[src/rtl/imem_loader_pkg.sv]
// Shared constants and state encoding for the instruction-memory loader.
// Build option: IMEM_LOADER_CHECKSUM_EN adds the CHECK state (3-bit state).
package imem_loader_pkg;

  localparam logic [31:0] HALT_INSTR = 32'hFC00_0000;

`ifdef IMEM_LOADER_CHECKSUM_EN
  typedef enum logic [2:0] {
    IDLE  = 3'd0,
    LOAD  = 3'd1,
    WRITE = 3'd2,
    DONE  = 3'd3,
    CHECK = 3'd4
  } state_t;
`else
  typedef enum logic [1:0] {
    IDLE  = 2'd0,
    LOAD  = 2'd1,
    WRITE = 2'd2,
    DONE  = 2'd3
  } state_t;
`endif

endpackage

[src/rtl/imem_loader_byte_assembler.sv]
// Assembles MSB-first bytes into 32-bit words; word_complete pulses with the
// 4th byte and word_next carries the finished word in that same cycle.
module imem_loader_byte_assembler (
  input  logic        clk,
  input  logic        reset,
  input  logic        clear,
  input  logic        shift_en,
  input  logic [7:0]  byte_in,
  output logic [31:0] word_next,
  output logic        word_complete
);

  // Only the three newest bytes need storing: the fourth is taken straight
  // from byte_in when the word completes, so the top byte is never read back.
  logic [23:0] word_q;
  logic [1:0]  byte_cnt;

  assign word_next     = {word_q, byte_in};
  assign word_complete = shift_en && (byte_cnt == 2'd3);

  // Shift register and wrapping byte counter
  always_ff @(posedge clk) begin
    if (!reset || clear) begin
      word_q   <= '0;
      byte_cnt <= '0;
    end else if (shift_en) begin
      word_q   <= word_next[23:0];
      byte_cnt <= byte_cnt + 2'd1;
    end
  end

endmodule

[src/rtl/imem_loader.sv]
// Loads a byte stream into instruction memory word by word from address 0,
// stopping after the HALT word or on overflow of MEM_WORDS.
// Build option: IMEM_LOADER_CHECKSUM_EN (trailing XOR checksum byte).
module imem_loader
  import imem_loader_pkg::*;
#(
  parameter int unsigned MEM_WORDS  = 256,
  parameter int unsigned ADDR_WIDTH = 32
) (
  input  logic                        clk,
  input  logic                        reset,
  input  logic                        i_start,
  input  logic [7:0]                  i_rx_data,
  input  logic                        i_rx_valid,
  output logic                        o_rx_ready,
  output logic                        o_mem_we,
  output logic [ADDR_WIDTH-1:0]       o_mem_addr,
  output logic [31:0]                 o_mem_wdata,
  output logic                        o_busy,
  output logic                        o_done,
  output logic                        o_error,
  output logic [$clog2(MEM_WORDS):0]  o_word_count
);

  localparam int unsigned WC_W = $clog2(MEM_WORDS) + 1;
  localparam logic [WC_W-1:0] MAX_WC = WC_W'(MEM_WORDS);

  state_t      state, next_state;
  logic        start_load;
  logic        byte_accept;
  logic        shift_en;
  logic        word_complete;
  logic        overflow;
  logic [31:0] word_next;

  imem_loader_byte_assembler u_asm (
    .clk           (clk),
    .reset         (reset),
    .clear         (start_load),
    .shift_en      (shift_en),
    .byte_in       (i_rx_data),
    .word_next     (word_next),
    .word_complete (word_complete)
  );

  assign start_load  = i_start && ((state == IDLE) || (state == DONE));
  assign byte_accept = i_rx_valid && o_rx_ready;
  assign shift_en    = byte_accept && (state == LOAD);
  assign overflow    = word_complete && (o_word_count == MAX_WC);

  // State register
  always_ff @(posedge clk) begin
    if (!reset) state <= IDLE;
    else        state <= next_state;
  end

  // Next-state decode
  always_comb begin
    next_state = state;
    case (state)
      IDLE, DONE: if (start_load) next_state = LOAD;
      LOAD: begin
        if (word_complete) next_state = overflow ? DONE : WRITE;
      end
      WRITE: begin
        if (o_mem_wdata == HALT_INSTR) begin
`ifdef IMEM_LOADER_CHECKSUM_EN
          next_state = CHECK;
`else
          next_state = DONE;
`endif
        end else begin
          next_state = LOAD;
        end
      end
`ifdef IMEM_LOADER_CHECKSUM_EN
      CHECK: if (byte_accept) next_state = DONE;
`endif
      default: next_state = IDLE;
    endcase
  end

  // Byte handshake decodes directly from the current state
  always_comb begin
    o_rx_ready = (state == LOAD);
`ifdef IMEM_LOADER_CHECKSUM_EN
    if (state == CHECK) o_rx_ready = 1'b1;
`endif
  end

`ifdef IMEM_LOADER_CHECKSUM_EN
  logic [7:0] xor_sum;

  // Running XOR of every data byte of the current load
  always_ff @(posedge clk) begin
    if (!reset || start_load) xor_sum <= '0;
    else if (shift_en)        xor_sum <= xor_sum ^ i_rx_data;
  end
`endif

  // Registered outputs: status flags follow next_state so they line up with
  // the state they describe; memory address/data are captured on word completion.
  always_ff @(posedge clk) begin
    if (!reset) begin
      o_mem_we     <= 1'b0;
      o_mem_addr   <= '0;
      o_mem_wdata  <= '0;
      o_busy       <= 1'b0;
      o_done       <= 1'b0;
      o_error      <= 1'b0;
      o_word_count <= '0;
    end else begin
      o_mem_we <= (next_state == WRITE);
      o_done   <= (next_state == DONE);
`ifdef IMEM_LOADER_CHECKSUM_EN
      o_busy   <= (next_state == LOAD) || (next_state == WRITE) || (next_state == CHECK);
`else
      o_busy   <= (next_state == LOAD) || (next_state == WRITE);
`endif
      if (start_load) begin
        o_word_count <= '0;
        o_mem_addr   <= '0;
        o_error      <= 1'b0;
      end
      if ((state == LOAD) && word_complete) begin
        if (overflow) begin
          o_error <= 1'b1;
        end else begin
          o_mem_addr  <= ADDR_WIDTH'(o_word_count) << 2;
          o_mem_wdata <= word_next;
        end
      end
      if (state == WRITE) o_word_count <= o_word_count + WC_W'(1);
`ifdef IMEM_LOADER_CHECKSUM_EN
      if ((state == CHECK) && byte_accept && (i_rx_data != xor_sum)) o_error <= 1'b1;
`endif
    end
  end

endmodule

[config.mk]
export PLATFORM = sky130hd
export DESIGN_NAME = imem_loader
export DESIGN_NICKNAME = d
export VERILOG_FILES = /design/src/rtl/imem_loader_pkg.sv /design/src/rtl/imem_loader_byte_assembler.sv /design/src/rtl/imem_loader.sv
export SDC_FILE = /design/constraint.sdc
export NUM_CORES = 1
export LEC_CHECK = 0
export BUFFER_PORTS_ARGS = -buffer_cell sky130_fd_sc_hd__buf_4
export CAP_MARGIN = 20
export CORE_ASPECT_RATIO = 2
export CORE_MARGIN = 8
export CORE_UTILIZATION = 57
export DETAILED_ROUTE_END_ITERATION = 16
export PLACE_DENSITY = 0.84
export RECOVER_POWER = 50
export SYNTH_ARGS = -nofsm -noshare
export SYNTH_HDL_FRONTEND = slang
export SYNTH_HIERARCHICAL = 1
export SYNTH_SLANG_ARGS = --single-unit
[constraint.sdc]
create_clock -name clk -period 5.29 [get_ports clk]
set_input_delay 0.7935 -clock clk [delete_from_list [all_inputs] [get_ports clk]]
set_output_delay 0.7935 -clock clk [all_outputs]
set_load 0.01 [all_outputs]
==> flow_summary.ini, run 1 <==
[sta]
min_period_over_period_pct = 52.07
maxSlewViolCount = 0
worst_slew_pin_slew_ps = 1010
finalCriticalPeriod_ps = 2754
setup_viol = 0
final.setup_skew_ps = 7.041
relSlewSlack_pct = 32.67
rsz0062_at_grt = false
whs_ps = 456.1
finalHoldViolations = 0
tns_ps = 0
max_freq_mhz = 363.1

[cells_and_area]
final_cell_mix = dfxtp_1 (105), nand2_1 (81), clkbuf_1 (78), a21oi_1 (47), nor2_1 (34)
layout.nets = 515
insertedDiodeCount = 0
layout_commonest_cell = dfxtp_1
instances_no_fill = 592
area_growth_pct = 14.42
finalInstanceArea_mm2 = 0.004558
drive_gt1_share_pct = 7.570

[setup_path]
crit_arrival_ps = 3010
path_buf_inv = 3
cp_slowest_cell = o21ba_1
path_delay_family = buffers and inverters
cp_num_cells = 10
ff2ff_path_depth = 10
cp_max_fo = 32
rrSetupSlack_ps = 2540
end_kind = register
cp-start-kind = register
max_stage_delay_ps = 510
timing_worst_setup_path_type = register to register
startpoint = state[1]
cp.required_ps = 5550
cp_cell_sequence = inv_1 -> ha_1 -> and2_1 -> buf_4 -> and2_1 -> nand2_1 -> o21ba_1 -> buf_4 -> nand2_1 -> a21oi_1
r2r_start = state[1]

[yosys]
ys_ff_latch = 105
syn_inst = 427
postSynthAreaPerCell_um2 = 9.330
syn-num-nets = 445
ys_warn_count = 6
syn_area_mm2 = 0.003984
synthDistinctLibCells = 44
yosysSeqAreaShare_pct = 52.76

[route]
vias = 3170
wire_per_inst_um = 15.29
postRouteWirelength_mm = 9.049
drc = 0
drt_iter0_drc = 254
vias_per_cell = 5.355
drtPass1Iterations = 5
ant_nets = 0

[grt]
met3_usage_pct = 5.984
grt_overflow = 0
grt_pass1_vias = 3193
grt_start_max_net_pins = 54
grt_use_met2_pct = 28.14
busiest_layer = met2
grtUsageTotal_pct = 19.05
grt_util_met1_pct = 24.41
grt_pass1_wl_mm = 15.10
grt_antenna_before_repair = 0

[place]
hpwl_mm = 6.270
placedCellCount = 576
port_buffers = 89
placed_area_mm2 = 0.004552
routabilityCongestion = 0.8103

[cts]
h-tree-depth = 3
clk_pin_slew_ps = 70
clk_latency_ps = 340
cts_hold_buf = 0
cts-root-buf = clkbuf_16
cts_sinks = 105
cts.path.max_buffers = 2
tritoncts = done
cts_made_buffers = 9
cts_setup_buffers = 0
ctsResizeCount = 0

[run]
cap_viol_max_count = 0

[floorplanning]
die_area_mm2 = 0.01008
die_h_um = 134.2
die_x_um = 75.12
ios = 90
coreArea_mm2 = 0.006833
num_rows = 43
initial_utilization_pct = 58.30

[power]
p_clk_share_pct = 43.8
p_leak_uw = 0.001611
pwr-share-seq_pct = 52.2
total_power_uw = 1530
p_sw_uw = 322.1
p_comb_share_pct = 4.1
p_sw_share_pct = 21.05
p_int_uw = 1208
power_density_mw_per_mm2 = 335.6
peakVddDrop_uv = 237.7

[worst_hold_path]
hold_class = register to register
hold_path_depth = 2
min-delay-start = u_asm/word_q[19]

[outcome]
status = completed
## power by group through the flow
stage | Sequential [uW] | Clock, uW | Combinational [uW]
finish | 798 | 669 | 62.5
global route | 798 | 712 | 68.4
CTS | 798 | 682 | 65.4
detailed placement | 816 | 0 | 64.9
global placement | 816 | 0 | 64.4
floorplan | 816 | 0 | 58.4
## flip-flops by register name (all words and copies together), names as in the netlist
name,cells
u_asm/word_q,24
o_busy,1
o_mem_wdata,32
o_done,1
o_mem_addr,32
o_error,1
o_mem_we,1
o_word_count,9
state,2
u_asm/byte_cnt,2
## cells in the mapped netlist
| master | n | area, um^2 |
|---|---|---|
| nor4bb_1 | 2 | 20.02 |
| o21ba_1 | 1 | 10.01 |
| clkbuf_1 | 9 | 33.78 |
| or4_1 | 2 | 15.01 |
| nor2_1 | 34 | 127.6 |
| or4b_1 | 1 | 10.01 |
| inv_2 | 1 | 3.750 |
| a21oi_1 | 47 | 235.2 |
| a31oi_1 | 1 | 6.260 |
| nand2b_4 | 1 | 13.76 |
| a211oi_1 | 1 | 7.510 |
| and2_1 | 28 | 175.2 |
| o31ai_1 | 1 | 7.510 |
| o21ai_0 | 3 | 15.01 |
| or4b_4 | 1 | 13.76 |
| o221a_2 | 1 | 11.26 |
| o21bai_2 | 1 | 11.26 |
| nor4_1 | 5 | 31.28 |
| ha_1 | 6 | 75.07 |
| xnor2_1 | 1 | 8.760 |
| nand2b_1 | 2 | 12.51 |
| mux2i_1 | 26 | 260.3 |
| nor3_1 | 2 | 10.01 |
| nand3_1 | 15 | 75.07 |
| dfxtp_1 | 105 | 2102 |
| a41oi_1 | 1 | 8.760 |
| o31a_1 | 1 | 8.760 |
| nand2_1 | 81 | 304.0 |
| nor3b_1 | 2 | 15.01 |
| nor3_4 | 1 | 16.27 |
| buf_12 | 2 | 40.04 |
| buf_2 | 6 | 30.03 |
| mux2_2 | 2 | 22.52 |
| nand4_1 | 2 | 12.51 |
| and4b_1 | 2 | 20.02 |
| nor2_2 | 1 | 6.260 |
| inv_1 | 7 | 26.28 |
| nand3b_1 | 1 | 7.510 |
| a311oi_1 | 2 | 17.52 |
| buf_6 | 5 | 56.30 |
| o21a_1 | 1 | 7.510 |
| and4_1 | 2 | 17.52 |
| buf_4 | 9 | 67.56 |
| buf_1 | 2 | 7.510 |
## stage by stage
step | setup slack (ps) | utilization, %
floorplan | 2835 | -
global placement | 2410 | 66.62
detailed placement | 2333 | 66.62
CTS | 2512 | 71.10
global route | 2314 | 66.71
finish | 2536 | 66.71
## per-layer routing
layer  part of all wire [%]  vias to the layer above
met5                      0                        -
met4                    2.0                        0
met3                    7.2                       13
met2                     48                       91
met1                     43                     1508
li1                       -                     1558
## layout make-up
class                   count  area, um^2
repair buffers             92       397.9
inverters                   8       30.03
clock buffers              11       252.7
multi-input cells         281        1609
well taps                  90       112.6
flip-flops and latches    105        2102
clock inverters             5       53.80
fillers                   631        2275
## kinds of logic after synthesis
family	count (synthesis)	synth area share (%)
xor+xnor	1	0.2199
compound gates	61	8.700
mux	28	7.098
fa+ha+maj	6	1.884
simple gates	185	22.68
flops	105	52.76
buf+inv	41	6.658
## worst paths after layout
check,end
setup reg to reg,o_mem_wdata[31]
setup / recovery,o_mem_wdata[31]
hold / removal,o_mem_wdata[27]
hold reg to reg,o_mem_wdata[27]
## worst register-to-register path, delay by kind of cell (launching register included)
family	cells	cell delay, ps
AOI/OAI and AO/OA	2	670
adders and majority gates	1	210
DFF	1	350
buffers and inverters	3	860
and+or+nand+nor	4	600
Note: power is estimated with default switching activity, not from simulation.
==> inputs of run 2 (changes only) <==
CORE_UTILIZATION = 53   (was 57)
PLACE_DENSITY = 0.78   (was 0.84)
clock period = 2.85 ns   (was 5.29 ns; I/O delays follow)
==> flow_summary.ini, run 2 (same netlist as run 1, synthesis figures left out) <==
[cts]
cts_setup_buffers = 0
clk_latency_ps = 340
clk_pin_slew_ps = 60
tritoncts = done
h-tree-depth = 3
cts-root-buf = clkbuf_16
cts_made_buffers = 9
cts.path.max_buffers = 2
cts_hold_buf = 0
ctsResizeCount = 0
cts_sinks = 105

[sta]
fin_ws_ps = 471.6
max_freq_mhz = 420.4
maxSlewViolCount = 0
worst_slew_pin_slew_ps = 1008
relSlewSlack_pct = 32.79
setup_viol = 0
finalCriticalPeriod_ps = 2378
rsz0062_at_grt = false
min_period_over_period_pct = 83.45
final.setup_skew_ps = 5.090
tns_ps = 0
finalHoldViolations = 0

[grt]
grt_antenna_before_repair = 0
grt_overflow = 0
grt_pass1_vias = 2988
grt_start_max_net_pins = 42
grtUsageTotal_pct = 17.39
grt_pass1_wl_mm = 15.18

[setup_path]
end_kind = register
path_buf_inv = 3
cp_max_fo = 26
timing_worst_setup_path_type = register to register
rrSetupSlack_ps = 470
cp.required_ps = 3030
cp_cell_sequence = inv_1 -> ha_1 -> nand2_1 -> buf_4 -> inv_1 -> nand2b_1 -> nor2_1
cp-start-kind = register
crit_arrival_ps = 2550
max_stage_delay_ps = 790
path_delay_family = simple AND/OR/NAND/NOR gates
cp_slowest_cell = nand2b_1
cpMostUsedCell = inv_1

[floorplanning]
coreArea_mm2 = 0.007432
die_area_mm2 = 0.01072
initial_utilization_pct = 53.60
die_h_um = 138.6
ios = 90
num_rows = 45
die_x_um = 77.31

[route]
drt_iter0_drc = 241
vias = 3106
ant_nets = 0
wl_met3_um = 610
wl_met1_mm = 3.974
drtPass1Iterations = 4
dr_wl_met2_mm = 4.534
highest_layer = met4
postRouteWirelength_mm = 9.278
drc = 0
wire_per_inst_um = 15.52
vias_per_cell = 5.194

[cells_and_area]
instances_no_fill = 598
drive_gt1_share_pct = 7.738
layout.nets = 517
insertedDiodeCount = 0
layout_commonest_cell = dfxtp_1
reg_top3 = o_mem_addr: 32 flops, o_mem_wdata: 32 flops, u_asm/word_q: 24 flops
final_cell_mix = dfxtp_1 (105), nand2_1 (81), clkbuf_1 (79), a21oi_1 (47), nor2_1 (34)
area_growth_pct = 15.26

[power]
power_density_mw_per_mm2 = 617.4
p_int_uw = 2248
p_clk_share_pct = 43.5
p_leak_uw = 0.001621
peakVddDrop_uv = 370.8
p_sw_uw = 587.5
pwr-share-seq_pct = 52.3
p_comb_share_pct = 4.2
p_sw_share_pct = 20.72

[worst_hold_path]
hold_class = input pin to register

[place]
place_ws_ps = 566.6
port_buffers = 89
placedCellCount = 582
hpwl_mm = 6.356
routabilityCongestion = 0.8405

[outcome]
status = completed

[run]
cap_viol_max_count = 0
## run 2: cell count changes in the layout (fill, tap and decap cells not counted), sizes merged
cell and change:
buf +2, clkbuf +1, clkinv -2, clkinvlp +1
## run 2: worst paths after layout
check                      to            from  cells after the start
max          u_asm/word_q[12]        state[0]                      7
min           u_asm/word_q[6]    i_rx_data[6]                      3
max reg2reg  u_asm/word_q[12]        state[0]                      7
min reg2reg    o_mem_addr[20]  o_mem_addr[20]                      1
## run 2: power by group through the flow
stage / sequential [uW] / clock [uW] / combinational [uW]
final: 1480 / 1230 / 119
after global routing: 1480 / 1320 / 132
after CTS: 1480 / 1260 / 125
after detailed placement: 1510 / 0 / 123
after global placement: 1510 / 0 / 123
after floorplan: 1510 / 0 / 108
## run 2: metrics by stage
step | util, % | power [uW] | cell area (um^2) | hold WS, ps
after floorplan | - | 1622 | 3984 | 431.2
after global placement | 61.68 | 1637 | 4584 | 442.9
after detailed placement | 61.68 | 1638 | 4584 | 446.5
after CTS | 65.82 | 2868 | 4892 | 325.0
after global routing | 61.78 | 2934 | 4592 | 330.9
final | 61.78 | 2835 | 4592 | 337.2
## run 2: routing by layer
metal	track usage, %	up-vias
li1	-	1563
met5	0	-
met1	21.43	1445
met3	5.779	12
met4	8.016	0
met2	26.56	86
## run 2: tightest hold or removal path, cell delays in order
cell     delay [ps]
buf_4            90
mux2i_1          60
nor2_1           70
## run 2: area by class of cell
type	instances	area [um^2]
fill	751	2840
sequential	105	2102
multi-input combinational	281	1609
timing repair buffer	94	425.4
clock buffer	12	256.5
tap	94	117.6
clock inverter	4	51.30
inverter	8	30.03
